## src/rtl/xbee_msg_tx.sv

```systemverilog
// xbee_msg_tx: serialises an NUM_BYTES-character ASCII status message onto
// the XBee UART line (8N1, most-significant character first, LSB-first
// within each character). A falling edge on the active-low `flag` starts a
// message. `busy` covers the whole frame and `done` pulses once at the end.
//
// Optional feature, macro XBEE_TERM_STOP_EN: when defined, the message ends
// after the stop bit of the first '#' (0x23) character even if bytes remain.
// When undefined, every character is sent and '#' is ordinary data.
module xbee_msg_tx #(
    parameter int CLK_FREQ     = 50000000,
    parameter int BAUD         = 115200,
    parameter int NUM_BYTES    = 8,
    parameter int CLKS_PER_BIT = CLK_FREQ / BAUD
) (
    input  logic                   clk_50M,
    input  logic                   rst_n,
    input  logic                   flag,
    input  logic [8*NUM_BYTES-1:0] data,
    output logic                   tx,
    output logic                   busy,
    output logic                   done
);

    localparam int MSG_W  = 8 * NUM_BYTES;
    localparam int BAUD_W = (CLKS_PER_BIT > 1) ? $clog2(CLKS_PER_BIT) : 1;
    localparam int BYTE_W = $clog2(NUM_BYTES) + 1;

    localparam logic [BAUD_W-1:0] BAUD_LAST = BAUD_W'(CLKS_PER_BIT - 1);
    localparam logic [BYTE_W-1:0] BYTE_LAST = BYTE_W'(NUM_BYTES - 1);

    typedef enum logic [2:0] {
        IDLE,
        START,
        DATA,
        STOP,
        DONE
    } state_t;

    state_t            state_reg, state_next;
    logic [BAUD_W-1:0] baud_reg,  baud_next;
    logic [2:0]        bit_reg,   bit_next;
    logic [BYTE_W-1:0] byte_reg,  byte_next;
    logic [MSG_W-1:0]  msg_reg,   msg_next;
    logic              tx_reg,    tx_next;
    logic              busy_reg,  busy_next;
    logic              done_reg,  done_next;
    logic              flag_q_reg;

    logic              request;
    logic              baud_last;
    logic              term_hit;
    logic [7:0]        next_byte;

    // A request is a high-to-low transition of flag between two samples.
    assign request   = flag_q_reg && !flag;
    assign baud_last = (baud_reg == BAUD_LAST);

`ifdef XBEE_TERM_STOP_EN
    // The character currently on the line is always the top byte of msg_reg.
    assign term_hit = (msg_reg[MSG_W-1 -: 8] == 8'h23);
`else
    assign term_hit = 1'b0;
`endif

    // State register plus registered line outputs; reset forces an idle line.
    always_ff @(posedge clk_50M) begin
        if (!rst_n) begin
            state_reg  <= IDLE;
            baud_reg   <= '0;
            bit_reg    <= '0;
            byte_reg   <= '0;
            msg_reg    <= '0;
            tx_reg     <= 1'b1;
            busy_reg   <= 1'b0;
            done_reg   <= 1'b0;
            flag_q_reg <= 1'b1;
        end else begin
            state_reg  <= state_next;
            baud_reg   <= baud_next;
            bit_reg    <= bit_next;
            byte_reg   <= byte_next;
            msg_reg    <= msg_next;
            tx_reg     <= tx_next;
            busy_reg   <= busy_next;
            done_reg   <= done_next;
            flag_q_reg <= flag;
        end
    end

    // Next-state, counters and shift register; outputs are derived from the
    // state being entered so they appear on the same edge as the state.
    always_comb begin
        state_next = state_reg;
        baud_next  = baud_reg;
        bit_next   = bit_reg;
        byte_next  = byte_reg;
        msg_next   = msg_reg;

        case (state_reg)
            IDLE: begin
                if (request) begin
                    msg_next   = data;
                    state_next = START;
                    baud_next  = '0;
                    bit_next   = '0;
                    byte_next  = '0;
                end
            end

            START: begin
                if (baud_last) begin
                    baud_next  = '0;
                    bit_next   = '0;
                    state_next = DATA;
                end else begin
                    baud_next = baud_reg + BAUD_W'(1);
                end
            end

            DATA: begin
                if (baud_last) begin
                    baud_next = '0;
                    if (bit_reg == 3'd7) begin
                        state_next = STOP;
                    end else begin
                        bit_next = bit_reg + 3'd1;
                    end
                end else begin
                    baud_next = baud_reg + BAUD_W'(1);
                end
            end

            STOP: begin
                if (baud_last) begin
                    baud_next = '0;
                    if ((byte_reg == BYTE_LAST) || term_hit) begin
                        state_next = DONE;
                    end else begin
                        // Next character moves to the top; no inter-byte gap.
                        byte_next  = byte_reg + BYTE_W'(1);
                        msg_next   = msg_reg << 8;
                        bit_next   = '0;
                        state_next = START;
                    end
                end else begin
                    baud_next = baud_reg + BAUD_W'(1);
                end
            end

            DONE: begin
                // Requests arriving here are deliberately dropped.
                state_next = IDLE;
            end

            default: begin
                state_next = IDLE;
            end
        endcase
    end

    // Line level, busy and done for the state about to be entered.
    always_comb begin
        next_byte = msg_next[MSG_W-1 -: 8];
        tx_next   = 1'b1;
        busy_next = 1'b0;
        done_next = 1'b0;

        case (state_next)
            START: begin
                tx_next   = 1'b0;
                busy_next = 1'b1;
            end
            DATA: begin
                tx_next   = next_byte[bit_next];
                busy_next = 1'b1;
            end
            STOP: begin
                tx_next   = 1'b1;
                busy_next = 1'b1;
            end
            DONE: begin
                done_next = 1'b1;
            end
            default: begin
                tx_next = 1'b1;
            end
        endcase
    end

    assign tx   = tx_reg;
    assign busy = busy_reg;
    assign done = done_reg;

endmodule
```

## config.mk

```make
export PLATFORM = sky130hd
export DESIGN_NAME = xbee_msg_tx
export DESIGN_NICKNAME = d
export VERILOG_FILES = /design/src/rtl/xbee_msg_tx.sv
export SDC_FILE = /design/constraint.sdc
export NUM_CORES = 1
export LEC_CHECK = 0
export BUFFER_PORTS_ARGS = -buffer_cell sky130_fd_sc_hd__buf_2
export CORE_ASPECT_RATIO = 1.5
export CORE_MARGIN = 2
export CORE_UTILIZATION = 55
export DETAILED_ROUTE_END_ITERATION = 12
export GPL_TIMING_DRIVEN = 0
export HOLD_SLACK_MARGIN = 0.03
export PLACE_DENSITY = 0.79
export REMOVE_ABC_BUFFERS = 1
export SETUP_SLACK_MARGIN = 0.4
export SYNTH_ARGS = -nofsm -noshare
export SYNTH_HDL_FRONTEND = slang
export SYNTH_SLANG_ARGS = --single-unit
export TNS_END_PERCENT = 20
```

## constraint.sdc

```tcl
create_clock -name clk_50M -period 3.1 [get_ports clk_50M]
set_input_delay 0.465 -clock clk_50M [delete_from_list [all_inputs] [get_ports clk_50M]]
set_output_delay 0.465 -clock clk_50M [all_outputs]
set_load 0.02 [all_outputs]
```

==> metrics.md, run 1 <==
| Metric | Value |
|---|---|
| Ys async rst share | 0% |
| Synth-to-layout area growth | 18.9% |
| Clock Skew | 13.8 ps |
| FF-to-FF setup slack | 510 ps |
| Final HPWL DP | 5350 um |
| Register bit total from synthesis | 87 |
| GRT Total Usage | 23.9% |
| Post-route DRC | 0 |
| CP endpoint | tx |
| Yosys cell types | 51 |
| RSZ-0062 raised after global routing | false |
| Lkg Pwr | 1.68 nW |
| Grt ovf | 0 |
| Main combinational cell family by area after synthesis | compound AO/OA/AOI/OAI gates |
| CP Launch Point | byte_reg[0] |
| Layout Nets | 558 |
| Vias in the first global route | 3291 |
| Core ar. | 6490 sq um |
| Final setup viols | 0 |
| Reg clk slew, reported paths | 80 ps |
| Reg2reg end | tx |
| Worst slew margin | 21.0% |
| Final ANT Viol Nets | 0 |
| Largest net degree at the start of global routing | 73 |
| Adder-cell share of the synthesized area | 1.36% |
| Clk buf depth | 2 |
| Data arrival, critical path | 2820 ps |
| Power Dens Cells | 513 nW/um^2 |
| Reg2reg path depth | 10 |
| Main synth FF type | dfxtp_1 |
| Clk root buf | clkbuf_8 |
| Router iterations before antenna repair | 5 |
| Filler cells | 558 |
| Total CTS buffers | 9 |
| Setup crit start kind | flop |
| Area occupied by multi-input gates | 1830 sq um |
| Die X | 70.8 um |
| Max reg flops | 64 |
| Vias | 3308 |
| Warnings, synthesis | 0 |
| Sequential Area | 1750 sq um |
| Starting density of the core | 56.8% |
| Critical R2R Launch | byte_reg[0] |
| CTS tree | done |
| Post-synthesis sequential area ratio | 47.3% |
| Synth Area in XOR/XNOR | 2.85% |
| Layout cells sized above 1 | 23.4% |
| Site Rows | 36 |
| EDFF count, synth | 0 |
| Worst vdd ir | 0.362 mV |
| Final Cell Area | 4380 sq um |
| CTS H-tree depth | 3 |
| WL final | 8590 um |
| CP Max Fanout | 33 |
| Post-DR wirelength/cell | 15.1 um |
| Worst-margin pin slew | 1180 ps |
| Die Height | 104 um |
| Simple-Gate Fraction of Synth Area | 19.2% |
| Clk_lat worst skew | 370 ps |
| GPL Wtd Cong | 0.845 |
| Port Buffers | 69 |
| Final hold violations | 0 |
| Via/cell ratio | 5.82 |
| Status | finished clean |
| MaxCap Viol Count | 0 |
| Antenna violations before repair | 0 |
| Area after DPL | 4080 sq um |
| Gate Count Post-Synth | 425 |
| First-pass GRT wire length | 14300 um |
| Max Clk Rate | 0.387 GHz |
| Min-delay worst type | in -> reg |
| Die footprint | 7390 sq um |
| Ports | 70 |
| Fin crit period | 2590 ps |
| Critical path type | reg -> reg |
| Mux contribution to synthesized area | 0% |
| Antenna cells | 0 |
| Drt initial violations | 212 |
| Avg Cell Area, Syn | 8.67 sq um |
| Req. time, crit path | 3340 ps |
| Setup ws final | 515 ps |
| Pre-CTS setup slack | -435 ps |
| Syn Std Cell Area | 3690 sq um |
| Final period utilization | 83.4% |
| Pins Over Slew Limit | 0 |
| TritonCTS Sinks | 87 |
| Pwr Total | 2.25 mW |
| Compound-gate portion of the synthesized area | 24.9% |
| Crit. End Element | flop |
[per-layer routing]
metal  up-vias  global-route usage (%)  routed length, um
met5         -                       0                  0
met4         0                    11.1                174
met3        14                    4.94                373
met2        75                    41.4               4500
met1      1563                    27.7               3550
li1       1656                       -                  -
[worst min-delay path by stage]
stage	startpoint	endpoint	slack, ps	cells after the start
2_1_floorplan	msg_reg[48]	msg_reg[48]	440	2
3_5_place_dp	msg_reg[39]	msg_reg[39]	450	2
3_3_place_gp	msg_reg[44]	msg_reg[44]	440	2
4_1_cts	flag	flag_q_reg	290	2
6_report	flag	flag_q_reg	290	2
5_1_grt	flag	flag_q_reg	310	2
[through the flow]
step	cells	util, %	hold slack [ps]	setup TNS [ps]
after CTS	566	67.3	291	0
after global placement	539	61.3	441	-301500
after detailed placement	544	62.9	446	-435
after floorplan	394	-	436	-121800
after global routing	568	67.6	311	0
final	568	67.6	291	0
[final cells by class]
cell class	count	area share, %
multi-input combinational	306	41.7
tap	76	2.17
clock buffer	11	3.23
clock inverter	5	1.31
timing repair buffer	80	11.5
sequential	87	39.8
inverter	3	0.257
[cell usage in the layout, fill, tap and decap left out, types with 2 or more instances in the layout]
master and n:
nand3_1 12, clkbuf_8 10, a21oi_1 67, nor3b_1 4
inv_1 2, ha_1 4, nand2b_1 2, and4_1 2
nand2_1 68, a22o_2 2, a211oi_1 5, xor2_1 8
buf_4 5, a31oi_1 2, a22o_1 6, dfxtp_1 84
xnor2_1 4, o31ai_1 2, buf_2 69, clkinv_4 2
nor4_1 2, buf_8 2, nor3_1 3, nand4_1 2
clkinv_2 2, a2111oi_0 3, a22oi_1 48, nor2_1 35
dfxtp_2 3
[where the power goes]
group          total (mW)  switching (mW)  internal (mW)
sequential           1.21          0.0316           1.17
combinational       0.255           0.141          0.114
clock               0.788           0.394          0.394
[cells in the mapped netlist, types with 2 or more instances]
cell type / instances / area share, %
inv_1: 2 / 0.20
nand4_1: 2 / 0.34
buf_2: 2 / 0.27
ha_1: 4 / 1.4
nor4_1: 2 / 0.34
buf_6: 2 / 0.61
xor2_1: 8 / 1.9
a2111oi_0: 3 / 0.71
nor2_1: 35 / 3.6
nor3b_1: 4 / 0.81
dfxtp_1: 87 / 47
a22oi_1: 48 / 9.8
nand3_1: 12 / 1.6
nand2b_1: 2 / 0.34
nor3_1: 3 / 0.41
a31oi_1: 2 / 0.34
o31ai_1: 2 / 0.41
and4_1: 3 / 0.71
xnor2_1: 4 / 0.95
a22o_2: 2 / 0.54
buf_4: 2 / 0.41
buf_1: 2 / 0.20
nand2_1: 68 / 6.9
a21oi_1: 67 / 9.1
clkbuf_1: 22 / 2.2
a211oi_1: 5 / 1.0
a22o_1: 6 / 1.4
[worst max-delay path, stage by stage, from the launching register on]
cell	delay (ps)
dfxtp_1	340
ha_1	210
and3b_2	260
and4b_4	370
buf_12	170
nor2_4	70
buf_16	160
a211oi_1	290
a2111oi_0	110
nor4_1	350
a21oi_1	110
[cell families (layout without fill, tap and decap cells)]
logic type,count (synthesis),after routing
compound gates,140,140
xor+xnor,12,12
fa+ha+maj,4,4
buf+inv,34,99
flops,87,87
simple gates,148,150
[what timing repair did]
item,4_1_cts,5_1_grt
endpoints found under the setup margin,8,1
setup buffers,3,2
gates cloned,3,0
pin swaps,4,4
gates resized for setup,3,4
hold buffers,0,0
Note: power is estimated with default switching activity, not from simulation.
==> run 2, diff against run 1 <==
- clock period: 3.1 -> 2.65 ns (I/O delays scaled with it)
==> run 2 against run 1 <==
  * Hold slack got worse by 57 ps
  * Combinational power increased by 31%
  * Maximum frequency increased by 5.3%
  * Critical path type unchanged
  * Largest cell class unchanged
  * Largest power group unchanged
  * Highest routed layer unchanged
==> metrics.md, run 2 (synthesized netlist as in run 1, its figures left out) <==
| Metric | Value |
|---|---|
| Area after DPL | 4080 sq um (unchanged) |
| Synth-to-layout area growth | 26.2% (was 18.9%) |
| Req. time, crit path | 2940 ps (was 3340 ps) |
| Metal3 WL | 519 um (was 373 um) |
| WL final | 9660 um (was 8590 um) |
| Final Cell Area | 4650 sq um (was 4380 sq um) |
| Drt initial violations | 264 (was 212) |
| Largest net degree at the start of global routing | 73 (unchanged) |
| Most common cell after layout, fill and taps aside | dfxtp_1 (unchanged) |
| Final ANT Viol Nets | 0 (unchanged) |
| Met2 routed wirelength | 5240 um (was 4500 um) |
| Worst slew margin | 20.5% (was 21.0%) |
| Vias | 3428 (was 3308) |
| Total CTS buffers | 9 (unchanged) |
| WHS Path Cells | 2 (unchanged) |
| CTS tree | done (unchanged) |
| Die X | 70.8 um (unchanged) |
| Critical path type | reg -> reg (unchanged) |
| MaxCap Viol Count | 0 (unchanged) |
| Min-delay worst type | in -> reg (unchanged) |
| Filler cells | 506 (was 558) |
| Pwr Total | 2.67 mW (was 2.25 mW) |
| Fin crit period | 2460 ps (was 2590 ps) |
| Router iterations before antenna repair | 5 (unchanged) |
| Max Clk Rate | 0.407 GHz (was 0.387 GHz) |
| Layout Nets | 570 (was 558) |
| Layout cells sized above 1 | 28.6% (was 23.4%) |
| GPL Wtd Cong | 0.845 (unchanged) |
| Most frequent cells in the layout | dfxtp_1, buf_2, nand2_1 (unchanged) |
| Reg clk slew, reported paths | 80 ps (about the same) |
| Grt ovf | 0 (unchanged) |
| Crit. End Element | flop (unchanged) |
| Port Buffers | 69 (unchanged) |
| Final period utilization | 92.6% (was 83.4%) |
| Post-Route M1 WL | 3800 um (was 3550 um) |
| Vias in the first global route | 3428 (was 3291) |
| # hold bufs at CTS | 0 (unchanged) |
| Core ar. | 6490 sq um (unchanged) |
| Die footprint | 7390 sq um (unchanged) |
| Die Height | 104 um (unchanged) |
| Reg2reg path depth | 7 (was 10) |
| Clk_lat worst skew | 360 ps (was 370 ps) |
| Antenna cells | 0 (unchanged) |
| Data arrival, critical path | 2740 ps (was 2820 ps) |
| First-pass GRT wire length | 15400 um (was 14300 um) |
| Worst vdd ir | 0.436 mV (was 0.362 mV) |
| Power Dens Cells | 574 nW/um^2 (was 513 nW/um^2) |
| Final setup viols | 0 (unchanged) |
| Final HPWL DP | 5350 um (unchanged) |
| Status | finished clean (unchanged) |
| Setup TNS | 0 ps (unchanged) |
| Clk buf depth | 2 (unchanged) |
| Clk root buf | clkbuf_8 (unchanged) |
| Via/cell ratio | 5.91 (was 5.82) |
| Lkg Pwr | 1.80 nW (was 1.68 nW) |
| Post-route DRC | 0 (unchanged) |
| Setup ws final | 195 ps (was 515 ps) |
| Setup crit start kind | flop (unchanged) |
| Highest layer used for signal routing | met4 (unchanged) |
| GRT Total Usage | 25.9% (was 23.9%) |
| RSZ-0062 raised after global routing | true (was false) |
| Clock Skew | 13.3 ps (was 13.8 ps) |
| Final hold violations | 0 (unchanged) |
| CTS H-tree depth | 3 (unchanged) |
| Pins Over Slew Limit | 0 (unchanged) |
| Ports | 70 (unchanged) |
| Max reg flops | 64 (unchanged) |
| Post-DR wirelength/cell | 16.7 um (was 15.1 um) |
| Worst-margin pin slew | 1190 ps (was 1180 ps) |
| Site Rows | 36 (unchanged) |
| Pre-CTS setup slack | -818 ps (was -435 ps) |
| Starting density of the core | 56.8% (unchanged) |
| Antenna violations before repair | 0 (unchanged) |
| TritonCTS Sinks | 87 (unchanged) |
| CP Max Fanout | 12 (was 33) |
run 2: cell types whose count changed in the layout (fill, tap and decap cells not counted), moves of 2 or more:
cell | before | now
a21oi_1 | 67 | 64
a21oi_2 | 0 | 3
a2111oi_0 | 3 | 0
nor4_2 | 0 | 2
a211oi_1 | 5 | 1
dfxtp_2 | 3 | 5
dfxtp_1 | 84 | 81
bufbuf_16 | 1 | 3
a211oi_2 | 0 | 3
nor4_1 | 2 | 0
buf_4 | 5 | 14
a2111oi_2 | 0 | 2
run 2: per-layer routing:
layer	vias to the layer above	GRT usage [%]
li1	1679	-
met1	1628	30.1
met2	111	46.3
met3	10	4.75
met4	0	9.43
met5	-	0
run 2: worst paths after layout:
check	slack, ps	from	endpoint
setup / recovery	190	state_reg[2]	tx
hold / removal	230	flag	flag_q_reg
setup reg to reg	190	state_reg[2]	tx
hold reg to reg	460	msg_reg[35]	msg_reg[35]
run 2: per-stage QoR:
stage               hold slack [ps]  instances  util [%]
floorplan                       436        394         -
detailed placement              446        544      62.9
CTS                             229        579      70.8
global route                    244        580      71.7
global placement                441        539      61.3
finish                          234        580      71.7
run 2: power breakdown:
group	total, mW	switching (mW)	internal, mW
registers	1.41	0.0393	1.37
clock network	0.926	0.464	0.462
logic	0.333	0.179	0.154
total	2.67	0.683	1.99
run 2: cell type report:
type / count / area, sq um / area share [%]
inverters: 3 / 11.3 / 0.242
well taps: 76 / 95.1 / 2.04
clock buffers: 11 / 141 / 3.04
flip-flops and latches: 87 / 1750 / 37.7
clock inverters: 5 / 57.6 / 1.24
multi-input cells: 306 / 1940 / 41.6
repair buffers: 92 / 657 / 14.1
run 2: critical path: stages (launching register included):
cell	delay (ps)
dfxtp_4	430
and3b_4	250
a221o_1	410
o31ai_1	380
nand2_1	220
a2111oi_2	460
nor4_2	90
a21oi_1	140
run 2: repair_timing:
item | in CTS | in global routing
setup endpoints to repair | 58 | 2
pin swaps | 13 | 7
cloned | 5 | 0
setup buffers | 14 | 1
gates resized for setup | 27 | 10
